$ cat config.mk
export PLATFORM = sky130hd
export DESIGN_NAME = pwm_multi_channel_driver
export DESIGN_NICKNAME = d
export VERILOG_FILES = /design/src/rtl/pwm_multi_channel_driver.sv
export SDC_FILE = /design/constraint.sdc
export NUM_CORES = 1
export LEC_CHECK = 0
export CAP_MARGIN = 20
export CORE_ASPECT_RATIO = 1.5
export CORE_MARGIN = 5
export CORE_UTILIZATION = 56
export DETAILED_ROUTE_END_ITERATION = 12
export PLACE_DENSITY = 0.9
export SYNTH_ARGS = -nofsm -noshare
export SYNTH_HDL_FRONTEND = slang
export SYNTH_SLANG_ARGS = --single-unit
export TNS_END_PERCENT = 10
$ cat constraint.sdc
create_clock -name clk -period 1.5 [get_ports clk]
set_input_delay 0.15 -clock clk [delete_from_list [all_inputs] [get_ports clk]]
set_output_delay 0.15 -clock clk [all_outputs]
set_load 0.005 [all_outputs]
$ cat src/rtl/pwm_multi_channel_driver.sv
// Multi-channel PWM: one shared period counter feeding CHANNELS duty comparators.
// Define PWM_SHADOW_EN to double-buffer level/period writes until the next wrap.

module pwm_channel #(
    parameter int RES = 3
) (
    input  logic           clk,
    input  logic           rst,
    input  logic           en,
    input  logic           wr,
`ifdef PWM_SHADOW_EN
    input  logic           commit,
`endif
    input  logic [RES-1:0] level,
    input  logic [RES-1:0] counter,
    output logic           pwm
);

    logic [RES-1:0] active;

`ifdef PWM_SHADOW_EN
    logic [RES-1:0] shadow;
    logic [RES-1:0] shadow_nxt;

    // A write landing on the wrap edge must be committed on that same edge.
    assign shadow_nxt = wr ? level : shadow;

    always_ff @(posedge clk) begin
        if (rst) begin
            shadow <= '0;
            active <= '0;
        end else begin
            shadow <= shadow_nxt;
            if (commit)
                active <= shadow_nxt;
        end
    end
`else
    always_ff @(posedge clk) begin
        if (rst)
            active <= '0;
        else if (wr)
            active <= level;
    end
`endif

    always_ff @(posedge clk) begin
        if (rst)
            pwm <= 1'b0;
        else
            pwm <= en && (counter < active);
    end

endmodule

module pwm_multi_channel_driver #(
    parameter int CHANNELS = 8,
    parameter int RES      = 3,
    parameter int ADDR_W   = 3
) (
    input  logic                clk,
    input  logic                rst,
    input  logic                en,
    input  logic                pset,
    input  logic                pper,
    input  logic [ADDR_W-1:0]   addr,
    input  logic [RES-1:0]      level,
    output logic [CHANNELS-1:0] pwm_out,
    output logic                wrap
);

    localparam logic [RES-1:0] PERIOD_RST = RES'((1 << RES) - 2);

    if (CHANNELS < 1 || CHANNELS > 16) begin : g_bad_channels
        $error("CHANNELS must be in 1..16");
    end
    if (RES < 2 || RES > 8) begin : g_bad_res
        $error("RES must be in 2..8");
    end
    if ((1 << ADDR_W) < CHANNELS) begin : g_bad_addr
        $error("ADDR_W too narrow for CHANNELS");
    end

    logic [RES-1:0]      counter;
    logic [RES-1:0]      period_reg;
    logic                wrap_evt;
    logic [CHANNELS-1:0] sel;

    // >= rather than == so a period shrunk below the current count wraps at once.
    assign wrap_evt = en && (counter >= period_reg);

    always_ff @(posedge clk) begin
        if (rst) begin
            counter <= '0;
            wrap    <= 1'b0;
        end else begin
            wrap <= wrap_evt;
            if (en)
                counter <= wrap_evt ? '0 : counter + RES'(1);
        end
    end

`ifdef PWM_SHADOW_EN
    logic [RES-1:0] shadow_period;
    logic [RES-1:0] shadow_period_nxt;

    assign shadow_period_nxt = pper ? level : shadow_period;

    always_ff @(posedge clk) begin
        if (rst) begin
            shadow_period <= PERIOD_RST;
            period_reg    <= PERIOD_RST;
        end else begin
            shadow_period <= shadow_period_nxt;
            if (wrap_evt)
                period_reg <= shadow_period_nxt;
        end
    end
`else
    always_ff @(posedge clk) begin
        if (rst)
            period_reg <= PERIOD_RST;
        else if (pper)
            period_reg <= level;
    end
`endif

    // Only addresses below CHANNELS decode, so out-of-range writes fall away.
    for (genvar i = 0; i < CHANNELS; i++) begin : g_ch
        assign sel[i] = pset && (addr == ADDR_W'(i));

        pwm_channel #(.RES(RES)) u_ch (
            .clk     (clk),
            .rst     (rst),
            .en      (en),
            .wr      (sel[i]),
`ifdef PWM_SHADOW_EN
            .commit  (wrap_evt),
`endif
            .level   (level),
            .counter (counter),
            .pwm     (pwm_out[i])
        );
    end

endmodule

## Yosys cells after proc, flatten, opt, wreduce, memory -nomap -nowiden

Cells that the tools add are included.

| storage, ports and cells | value |
|---|---|
| register bits | 39 |
| input port bits | 11 |
| output and inout port bits | 9 |
| logic and storage cells | 55 |

| cells by class | value |
|---|---|
| add/subtract/negate cells | 1 |
| $lt $le $gt $ge | 9 |
| equal/unequal tests | 7 |
| muxes and demuxes | 1 |
| reduce and logical (&&, ||, !) cells | 18 |

Operators by type and width:

| cell | count |
|---|---|
| less-than comparator 3 bit | 8 |
| logical AND 1 bit | 17 |
| equality test 3 bit (second input constant) | 4 |
| equality test 3 x 2 -> 1 bit (second input constant) | 2 |
| adder 3 x 1 -> 3 bit (second input constant) | 1 |
| equality test 3 x 1 -> 1 bit (second input constant) | 1 |
| greater-or-equal comparator 3 bit | 1 |
| logical NOT 3 bit | 1 |
| 2-to-1 mux 3 bit | 1 |

## Longest topological paths before layout

Gate-level depths: netlist of run 1.

| logic depth | value |
|---|---|
| word-level depth | 3 |
| mapped depth | 5 |
| gate-level depth less buffers | 5 |

## Modules after synthesis

A second synthesis of run 1 with hierarchy kept.

| unflattened totals | value |
|---|---|
| cell total of the unflattened synthesis | 194 |
| area total of the unflattened synthesis | 1856.8 µm² |

By module, submodules not included:

| module | times used | cells an instance | area an instance (µm²) | seq. area each (µm²) |
|---|---|---|---|---|
| pwm_channel | 8 | 18 | 180.2 | 80.1 |
| pwm_multi_channel_driver | 1 | 50 | 415.4 | 140.1 |

## Worst setup path after synthesis of run 1

Ideal clock, no wire load.

| timing path | value |
|---|---|
| path type | register -> register |
| start | register counter[2] |
| end | register counter[1] |
| library setup time | 70 ps |
| arrival time | 1329 ps |
| data required time | 1430 ps |
| setup slack | 102 ps |
| stages on the path, launching flop included | 5 |
| path buffers | 0 |
| period minus slack after synthesis | 1398 ps |
| cells stage by stage | dfxtp_1 ha_1 a21oi_1 o2111ai_1 a21oi_1 |

| between the ends | value |
|---|---|
| longest elaborated chain between the ends | 3 |

Ends and longest elaborated chain:

| element | RTL line | source |
|---|---|---|
| start: declaration | 84 | `logic [RES-1:0] counter;` |
| start signal: assignment | 99 | `counter <= wrap_evt ? '0 : counter + RES'(1);` |
| greater-or-equal comparator 3 bit | 90 | `assign wrap_evt = en && (counter >= period_reg);` |
| logical AND 1 bit | 90 |  |
| 2-to-1 mux 3 bit | 99 |  |

No other way between the ends.
A chain may end at the register's enable or synchronous reset.

## Final worst setup path of run 1

| timing path | value |
|---|---|
| start | register period_reg[2] |
| end | register counter[1] |

| between the ends | value |
|---|---|
| longest elaborated chain between the ends | 3 |

Ends and longest elaborated chain:

| element | RTL line | source |
|---|---|---|
| start: declaration | 85 | `logic [RES-1:0] period_reg;` |
| start signal: assignment | 124 | `period_reg <= level;` |
| greater-or-equal comparator 3 bit | 90 |  |
| logical AND 1 bit | 90 |  |
| 2-to-1 mux 3 bit | 99 |  |

No other way between the ends.

==> results of run 1 <==
==> cell families after synthesis <==
logic type | share of synthesized area [%]
AOI/OAI and AO/OA | 10.3
and+or+nand+nor | 15.1
muxes | 12.9
buffers and inverters | 8.40
DFF | 40.3
adders and majority gates | 12.9
==> final cells by class <==
class	instances	area, µm²
timing repair buffer	28	258
tap	42	52.6
clock inverter	1	5.00
fill	263	1140
inverter	21	78.8
multi-input combinational	123	992
clock buffer	7	76.3
sequential	39	782
==> power breakdown <==
group	internal (mW)	leakage [nW]	total (mW)	switching, mW
Sequential	1.07	0.317	1.09	0.0168
Combinational	0.141	0.571	0.275	0.134
Clock	0.326	0.0422	0.675	0.348
Total	1.54	0.931	2.04	0.499
==> cell usage after synthesis (all sizes together) <==
cell type	count
dfxtp	39
nor2	26
mux2i	25
inv	21
ha	20
buf	10
nand2b	10
a211oi	8
a21o	8
clkbuf	4
nand2	4
o211ai	4
a21oi	3
and4bb	3
nand4b	3
o2111ai	2
nand4	1
nor2b	1
nor3b	1
nor4b	1
nor4bb	1
o21a	1
o311ai	1
==> path summary, 6_finish.rpt <==
check,slack [ns],cells past startpoint,to
worst min-delay path,0.50,2,g_ch[4].u_ch.active[1]$_SDFFE_PP0P_
worst max-delay path,0.14,5,counter[1]$_SDFFE_PP0P_
worst max register to register,0.14,5,counter[1]$_SDFFE_PP0P_
worst min register to register,0.50,2,g_ch[4].u_ch.active[1]$_SDFFE_PP0P_
==> tightest hold or removal path, stage by stage (launching register included) <==
cell and delay [ns]:
dfxtp_1 0.33, mux2i_1 0.06, nor2_1 0.07
==> timing repair <==
item | CTS | global route
gates resized for setup | 0 | 1
setup buffers | 0 | 0
setup endpoints to repair | 0 | 3
endpoints found under the hold margin | 0 | 0
==> layer usage <==
layer / vias to the layer above / wire length (µm)
met4: 0 / 75
met2: 19 / 2030
met5: - / 0
li1: 710 / -
met1: 695 / 1500
met3: 6 / 102
==> run summary, run 1 <==
Worst setup margin: 0.136 ns
Hold-fix buffers at CTS: 0
Worst Setup Start Kind: flop
Mapped cell area: 0.00194 mm²
Global placer's final weighted congestion: 0.816
Met1 Use GR: 18.2%
Count of antenna diodes in the layout: 0
DR DRC count: 0
Max FFs per register: 24
Vias in the first global route: 1441
DIE HEIGHT: 82.0 µm
Final Max Slew Viols: 0
H-Tree Depth: 2
Fin crit period: 1.36 ns
Synth warnings: 0
CTS root buf: clkbuf_8
Critical-path top delay cell: a21oi_1
Crit Path Max Fanout: 5
Antenna Nets Post-Route: 0
Peak supply drop: 0.781 mV
Top-area cell type share of the netlist area: 40.3%
Total Routed Length: 3710 µm
Post-synth cell types: 25
CTS tree: yes
Rel. slew slack: 70.0%
Tightest Hold Check Type: flop to flop
Grt met2 use: 33.4%
#FFs+latches synth: 39
Initial DRC count: 22
Starting Density: 57.2%
Status: complete, no violations
Setup crit end kind: flop
Die area: 0.00476 mm²
Worst-skew pair later-pin latency: 0.28 ns
Total GRT Usage: 17.8%
Min-delay src: g_ch[4].u_ch.active[1]$_SDFFE_PP0P_
GR peak layer: met2
Max Cap Violations: 0
Avg WL per Cell: 14.2 µm
Clk pin slew, worst setup/hold paths: 0.07 ns
Drt pass-1 iters: 4
Syn nets: 228
Overflow left after global routing: 0
Core box area: 0.00338 mm²
Largest net degree at the start of global routing: 18
Skew final: 0.00638 ns
Pwr/cell area: 907 mW/mm²
CP peak stage delay: 0.32 ns
First-pass GRT wire length: 6350 µm
Largest Register: g_ch.u_ch.active
Final hold violation count: 0
# clock sinks: 39
Worst path cell trace: inv_1 -> ha_1 -> a21oi_1 -> o2111ai_1 -> a21oi_1
Crit-path leading delay family: compound AO/OA/AOI/OAI gates
Start point of the critical path: period_reg[2]$_SDFFE_PP1P_
Mapped Avg Cell Area: 9.83 µm²
Post-Layout Cell Count: 261
I/O Buffers: 19
Largest regs: g_ch.u_ch.active: 24 flops, g_ch.u_ch.pwm: 8 flops
Via count: 1430
CTS Buffer Depth: 2
Setup TNS: 0 ns
Die boundary width: 58.0 µm
Hold WS: 0.496 ns
Required time of the critical path: 1.72 ns
I/O pin count: 20
Cell type with the highest aggregate area in the netlist: dfxtp_1
CTS buffer count: 5
Placed Cells: 253
Part of the cycle the worst path needs: 90.9%
Most frequent cells in the layout: 38 x dfxtp_1, 26 x nor2_1, 25 x mux2i_1
Post-layout util: 66.3%
Post-Syn Instances: 197
CP bufs+invs: 1
RSZ-0062 raised after global routing: no
Commonest non-fill, non-tap cell in the layout: dfxtp_1
Dpl ws: -0.0853 ns
Share of layout cells above drive strength 1: 9.13%
Critical Path AT: 1.58 ns
DP Area: 0.00216 mm²
Seq/Total Area, Yosys: 40.3%
Post-DP HPWL: 2730 µm
Tightest Pin Transition: 0.448 ns
FMAX: 733 MHz
LEAKAGE: 0.931 nW
Reg-to-Reg Start: period_reg[2]$_SDFFE_PP1P_
Final #Nets: 249
Met3 Resource Use GR: 3.93%
Initial antenna violation count: 0
Area Overhead vs Synth: 16.0%
Most Frequent Cell on Critical Path: a21oi_1
DR vias/cell: 5.48
Power Total: 2.04 mW
Critical setup path kind: flop to flop
Final setup vio count: 0
Final instance area: 0.00224 mm²
Row cnt: 26
Top area cells in the synthesized netlist: dfxtp_1 40%, ha_1 13%, mux2i_1 13%
Note: power is estimated with default switching activity, not from simulation.
==> run 2, diff against run 1 <==
Settings changed: CTS_CLUSTER_DIAMETER set to 100, CTS_CLUSTER_SIZE set to 24.
Clock period 1.5 ns to 1.56 ns, I/O delays scaled along.
==> run 2 against run 1 <==
- clock-buffer cell count shrank 1
- highest routed layer unchanged
- utilization grew 1.0 points
- critical path type unchanged
- design area grew 1.5%
- global-route usage shrank 0.21 points
- power grew 7.0%
- maximum frequency shrank 3.4%
- die area is the same
==> run summary, run 2 (synthesis results as in run 1) <==
Most Frequent Cell on Critical Path: a21oi_1
First-pass GRT wire length: 6130 µm (-3.5%)
Area Overhead vs Synth: 17.7%
Share of layout cells above drive strength 1: 9.22% (+0.084 points)
Final #Nets: 247 (-0.80%)
DR DRC count: 0 (unchanged)
Hold-fix buffers at CTS: 0 (unchanged)
Fin crit period: 1.41 ns (+0.0486 ns)
Rel. slew slack: 71.9% (+1.9 points)
Total Routed Length: 3770 µm (+1.6%)
Overflow left after global routing: 0 (unchanged)
Via count: 1449 (+1.3%)
Vias in the first global route: 1381 (-4.2%)
Antenna Nets Post-Route: 0 (unchanged)
Largest regs: g_ch.u_ch.active: 24 flops, g_ch.u_ch.pwm: 8 flops
CP peak stage delay: 0.35 ns (+0.03 ns)
RSZ-0062 raised after global routing: no
I/O Buffers: 19 (unchanged)
Status: complete, no violations
Post-cts sizing count: 0 (unchanged)
Starting Density: 57.2% (unchanged)
H-Tree Depth: 2 (unchanged)
DIE HEIGHT: 82.0 µm (unchanged)
Final setup vio count: 0 (unchanged)
Count of antenna diodes in the layout: 0 (unchanged)
Required time of the critical path: 1.79 ns (+0.07 ns)
Max Cap Violations: 0 (unchanged)
Pwr/cell area: 957 mW/mm² (+5.4%)
Total GRT Usage: 17.6% (-0.21 points)
Post-DP HPWL: 2760 µm (+1.3%)
Peak supply drop: 0.822 mV (+5.3%)
Setup crit end kind: flop
Most frequent cells in the layout: 38 x dfxtp_1, 26 x nor2_1, 25 x mux2i_1
Tightest Pin Transition: 0.420 ns (-0.0280 ns)
Critical-path top delay cell: a21oi_1
Worst path cell trace: inv_1 -> ha_1 -> a21oi_1 -> o2111ai_1 -> a21oi_1
DR vias/cell: 5.59 (+2.1%)
Power Total: 2.18 mW (+7.0%)
Initial antenna violation count: 0 (unchanged)
Skew final: 0.00815 ns (+0.00177 ns)
Max FFs per register: 24 (unchanged)
Die area: 0.00476 mm² (unchanged)
Row cnt: 26 (unchanged)
Tightest Hold Check Type: flop to flop
Post-CTS Setup Inserts: 0 (unchanged)
Setup TNS: 0 ns (unchanged)
Die boundary width: 58.0 µm (unchanged)
Largest Register: g_ch.u_ch.active
I/O pin count: 20 (unchanged)
Post-layout util: 67.3% (+1.0 points)
CTS root buf: clkbuf_8
Worst Setup Start Kind: flop
CTS tree: yes
Worst-skew pair later-pin latency: 0.30 ns (+0.02 ns)
CTS buffer count: 5 (unchanged)
# clock sinks: 39 (unchanged)
FMAX: 708 MHz (-3.4%)
Largest net degree at the start of global routing: 31 (+13)
Final hold violation count: 0 (unchanged)
Avg WL per Cell: 14.6 µm (+2.4%)
Initial DRC count: 23 (+4.5%)
CTS Buffer Depth: 2 (unchanged)
Final Max Slew Viols: 0 (unchanged)
Core box area: 0.00338 mm² (unchanged)
Critical Path AT: 1.65 ns (+0.07 ns)
Critical setup path kind: flop to flop
Commonest non-fill, non-tap cell in the layout: dfxtp_1
Drt pass-1 iters: 4 (unchanged)
Clk pin slew, worst setup/hold paths: 0.08 ns (about the same)
Crit Path Max Fanout: 5 (unchanged)
Global placer's final weighted congestion: 0.788 (-3.4%)
LEAKAGE: 0.946 nW (+1.6%)
Part of the cycle the worst path needs: 90.5% (-0.38 points)
==> run 2: cell types whose count changed in the layout (fill, tap and decap cells not counted) <==
cell,previous run,this run
buf_12,0,1
bufinv_16,0,1
clkbuf_8,5,6
buf_4,9,6
clkbuf_1,2,0
==> run 2: worst max-delay path, delay by kind of cell, from the launching register on <==
kind                     cells  cell delay, ns
AO/OA/AOI/OAI                3            0.67
buffers and inverters        1            0.05
flip-flops                   1            0.33
adder cells (fa/ha/maj)      1            0.29
==> run 2: power by group <==
group | leakage (nW) | switching, mW | total (mW) | internal (mW)
Clock | 0.0612 | 0.352 | 0.870 | 0.517
Sequential | 0.317 | 0.0191 | 1.05 | 1.03
Combinational | 0.567 | 0.126 | 0.262 | 0.136
==> run 2: per-layer routing <==
layer,routed length (µm),global-route usage (%),up-vias
li1,-,-,707
met1,1480,17.7,695
met2,1980,31.4,34
met3,148,3.77,13
met4,154,13.0,0
met5,0,0,-
==> run 2: layout make-up <==
type	instances	area [µm²]
fillers	263	1100
multi-input cells	123	992
flip-flops and latches	39	782
repair buffers	26	255
clock buffers	6	82.6
inverters	21	78.8
well taps	42	52.6
clock inverters	2	35.0
==> run 2: path summary, 6_finish.rpt <==
path / cells after the start / to / startpoint / slack [ns]
worst max-delay path: 5 / counter[1]$_SDFFE_PP0P_ / period_reg[2]$_SDFFE_PP1P_ / 0.15
worst min-delay path: 2 / g_ch[4].u_ch.active[2]$_SDFFE_PP0P_ / g_ch[4].u_ch.active[2]$_SDFFE_PP0P_ / 0.50
worst max register to register: 5 / counter[1]$_SDFFE_PP0P_ / period_reg[2]$_SDFFE_PP1P_ / 0.15
worst min register to register: 2 / g_ch[4].u_ch.active[2]$_SDFFE_PP0P_ / g_ch[4].u_ch.active[2]$_SDFFE_PP0P_ / 0.50
==> run 2: per-stage QoR <==
step	instance area [µm²]	setup WS, ns	std cells	hold slack [ns]
after floorplan	1940	0.162	197	0.282
after global placement	2160	0.0501	251	0.473
after detailed placement	2160	0.00229	251	0.479
after CTS	2280	0.0251	259	0.500
after global routing	2280	0.0283	259	0.515
final	2280	0.148	259	0.496
==> run 3, diff against run 2 <==
Settings changed: PLACE_DENSITY 0.9 to not set, PLACE_DENSITY_LB_ADDON set to 0.15.
==> run 3 against run 2 <==
- combinational power shrank 4%
- via count shrank 5.1%
- setup slack gained 0.079 ns
- hold slack is essentially flat
- final cell count shrank 0.39%
- register-to-register slack gained 0.08 ns
- first-iteration DRC count grew 8.7%
- critical path depth is the same
- die area is the same
- power shrank 6.7%
- sequential share of layout area grew 0.52 points
- global-route usage grew 0.36 points
- critical path type unchanged
- critical endpoint unchanged
- largest cell class unchanged
- highest routed layer unchanged
==> run summary, run 3 (synthesis results as in run 1) <==
Status: complete, no violations
Avg WL per Cell: 14.7 µm (+1.2%)
Final Max Slew Viols: 0 (unchanged)
Global placer's final weighted congestion: 0.763 (-3.2%)
Rel. slew slack: 72.4% (+0.48 points)
Overflow left after global routing: 0 (unchanged)
Tightest Pin Transition: 0.413 ns (-0.00725 ns)
Post-DP HPWL: 2920 µm (+5.7%)
Clk pin slew, worst setup/hold paths: 0.07 ns (about the same)
Max FFs per register: 24 (unchanged)
Worst Setup Start Kind: flop
Peak supply drop: 0.698 mV (-15%)
Antenna Nets Post-Route: 0 (unchanged)
Area Overhead vs Synth: 16.0%
I/O pin count: 20 (unchanged)
Starting Density: 57.2% (unchanged)
Vias in the first global route: 1422 (+3.0%)
Critical setup path kind: flop to flop
Skew final: 0.00635 ns (-0.00180 ns)
# clock sinks: 39 (unchanged)
Drt pass-1 iters: 4 (unchanged)
Share of layout cells above drive strength 1: 8.80% (-0.42 points)
RSZ-0062 raised after global routing: no
Power Total: 2.03 mW (-6.7%)
Via count: 1375 (-5.1%)
Commonest non-fill, non-tap cell in the layout: dfxtp_1
Initial antenna violation count: 0 (unchanged)
CTS buffer count: 5 (unchanged)
Worst-skew pair later-pin latency: 0.28 ns (-0.02 ns)
DP Area: 0.00214 mm² (-0.93%)
I/O Buffers: 19 (unchanged)
Most frequent cells in the layout: 38 x dfxtp_1, 26 x nor2_1, 25 x mux2i_1
Fin crit period: 1.33 ns (-0.0786 ns)
CTS Buffer Depth: 2 (unchanged)
Required time of the critical path: 1.78 ns (about the same)
Largest Register: g_ch.u_ch.active
Final instance area: 0.00224 mm² (-1.5%)
Pwr/cell area: 906 mW/mm² (-5.3%)
Critical Path AT: 1.55 ns (-0.10 ns)
H-Tree Depth: 2 (unchanged)
DR vias/cell: 5.33 (-4.7%)
Largest regs: g_ch.u_ch.active: 24 flops, g_ch.u_ch.pwm: 8 flops
Core box area: 0.00338 mm² (unchanged)
Count of antenna diodes in the layout: 0 (unchanged)
Final hold violation count: 0 (unchanged)
DIE HEIGHT: 82.0 µm (unchanged)
Final setup vio count: 0 (unchanged)
Largest net degree at the start of global routing: 16 (-48%)
Initial DRC count: 25 (+8.7%)
Total GRT Usage: 18.0% (+0.36 points)
Crit Path Max Fanout: 5 (unchanged)
FMAX: 750 MHz (+5.9%)
CTS root buf: clkbuf_8
Final #Nets: 246 (-0.40%)
LEAKAGE: 0.926 nW (-2.1%)
Total Routed Length: 3800 µm (+0.85%)
CTS tree: yes
First-pass GRT wire length: 6390 µm (+4.3%)
Row cnt: 26 (unchanged)
Max Cap Violations: 0 (unchanged)
Tightest Hold Check Type: flop to flop
Die boundary width: 58.0 µm (unchanged)
DR DRC count: 0 (unchanged)
Post-CTS Setup Inserts: 0 (unchanged)
Die area: 0.00476 mm² (unchanged)
Hold-fix buffers at CTS: 0 (unchanged)
Setup crit end kind: flop
Part of the cycle the worst path needs: 85.5% (-5.0 points)
run 3: changes by cell type in the layout (fill, tap and decap cells not counted):
cell	before	now
bufinv_16	1	0
clkbuf_8	6	7
a21oi_1	3	2
buf_12	1	0
clkinv_2	1	0
clkbuf_1	0	1
a21oi_2	0	1
run 3: per-stage QoR:
stage	util [%]	instances	hold WS, ns	TNS [ns]	setup WS, ns
2_1_floorplan	-	197	0.282	0	0.162
3_3_place_gp	63.2	250	0.475	0	0.0579
3_5_place_dp	63.2	250	0.485	-0.0136	-0.0136
4_1_cts	66.2	258	0.501	0	0.0186
5_1_grt	66.3	258	0.537	0	0.0226
6_report	66.3	258	0.495	0	0.226
run 3: critical path, cell delays in order, from the launching register on:
cell	delay (ns)
dfxtp_1	0.34
inv_1	0.06
ha_1	0.28
nor2b_1	0.27
o2111ai_1	0.17
a21oi_1	0.16
run 3: what timing repair did:
action                                 in CTS  in global routing
setup endpoints to repair                   0                  8
gates resized for setup                     0                  2
endpoints found under the hold margin       0                  0
run 3: layout make-up:
class	instances	area [µm²]
Tap cell	42	52.6
Inverter	21	78.8
Multi-Input combinational cell	123	996
Timing Repair Buffer	25	235
Fill cell	292	1140
Clock buffer	8	100
Sequential cell	39	782
run 3: routing by layer:
| metal | global-route usage, % | share of wire (%) | routed length (µm) | vias to the layer above |
|---|---|---|---|---|
| li1 | - | - | - | 703 |
| met3 | 3.46 | 2.5 | 94 | 5 |
| met5 | 0 | 0 | 0 | - |
| met1 | 19.8 | 43 | 1630 | 651 |
| met4 | 7.19 | 1.5 | 58 | 0 |
| met2 | 33.3 | 53 | 2010 | 16 |
run 3: final timing paths:
check / slack (ns) / end / cells past startpoint / start
worst min register to register: 0.50 / g_ch[6].u_ch.active[2]$_SDFFE_PP0P_ / 2 / g_ch[6].u_ch.active[2]$_SDFFE_PP0P_
worst max register to register: 0.23 / counter[1]$_SDFFE_PP0P_ / 5 / counter[0]$_SDFFE_PP0P_
worst max-delay path: 0.23 / counter[1]$_SDFFE_PP0P_ / 5 / counter[0]$_SDFFE_PP0P_
worst min-delay path: 0.50 / g_ch[6].u_ch.active[2]$_SDFFE_PP0P_ / 2 / g_ch[6].u_ch.active[2]$_SDFFE_PP0P_
run 3: report_power, final:
group	total, mW	leakage [nW]	switching [mW]	internal [mW]
logic	0.252	0.557	0.122	0.130
registers	1.05	0.317	0.0204	1.03
clock network	0.731	0.0515	0.328	0.403
total	2.03	0.926	0.470	1.56
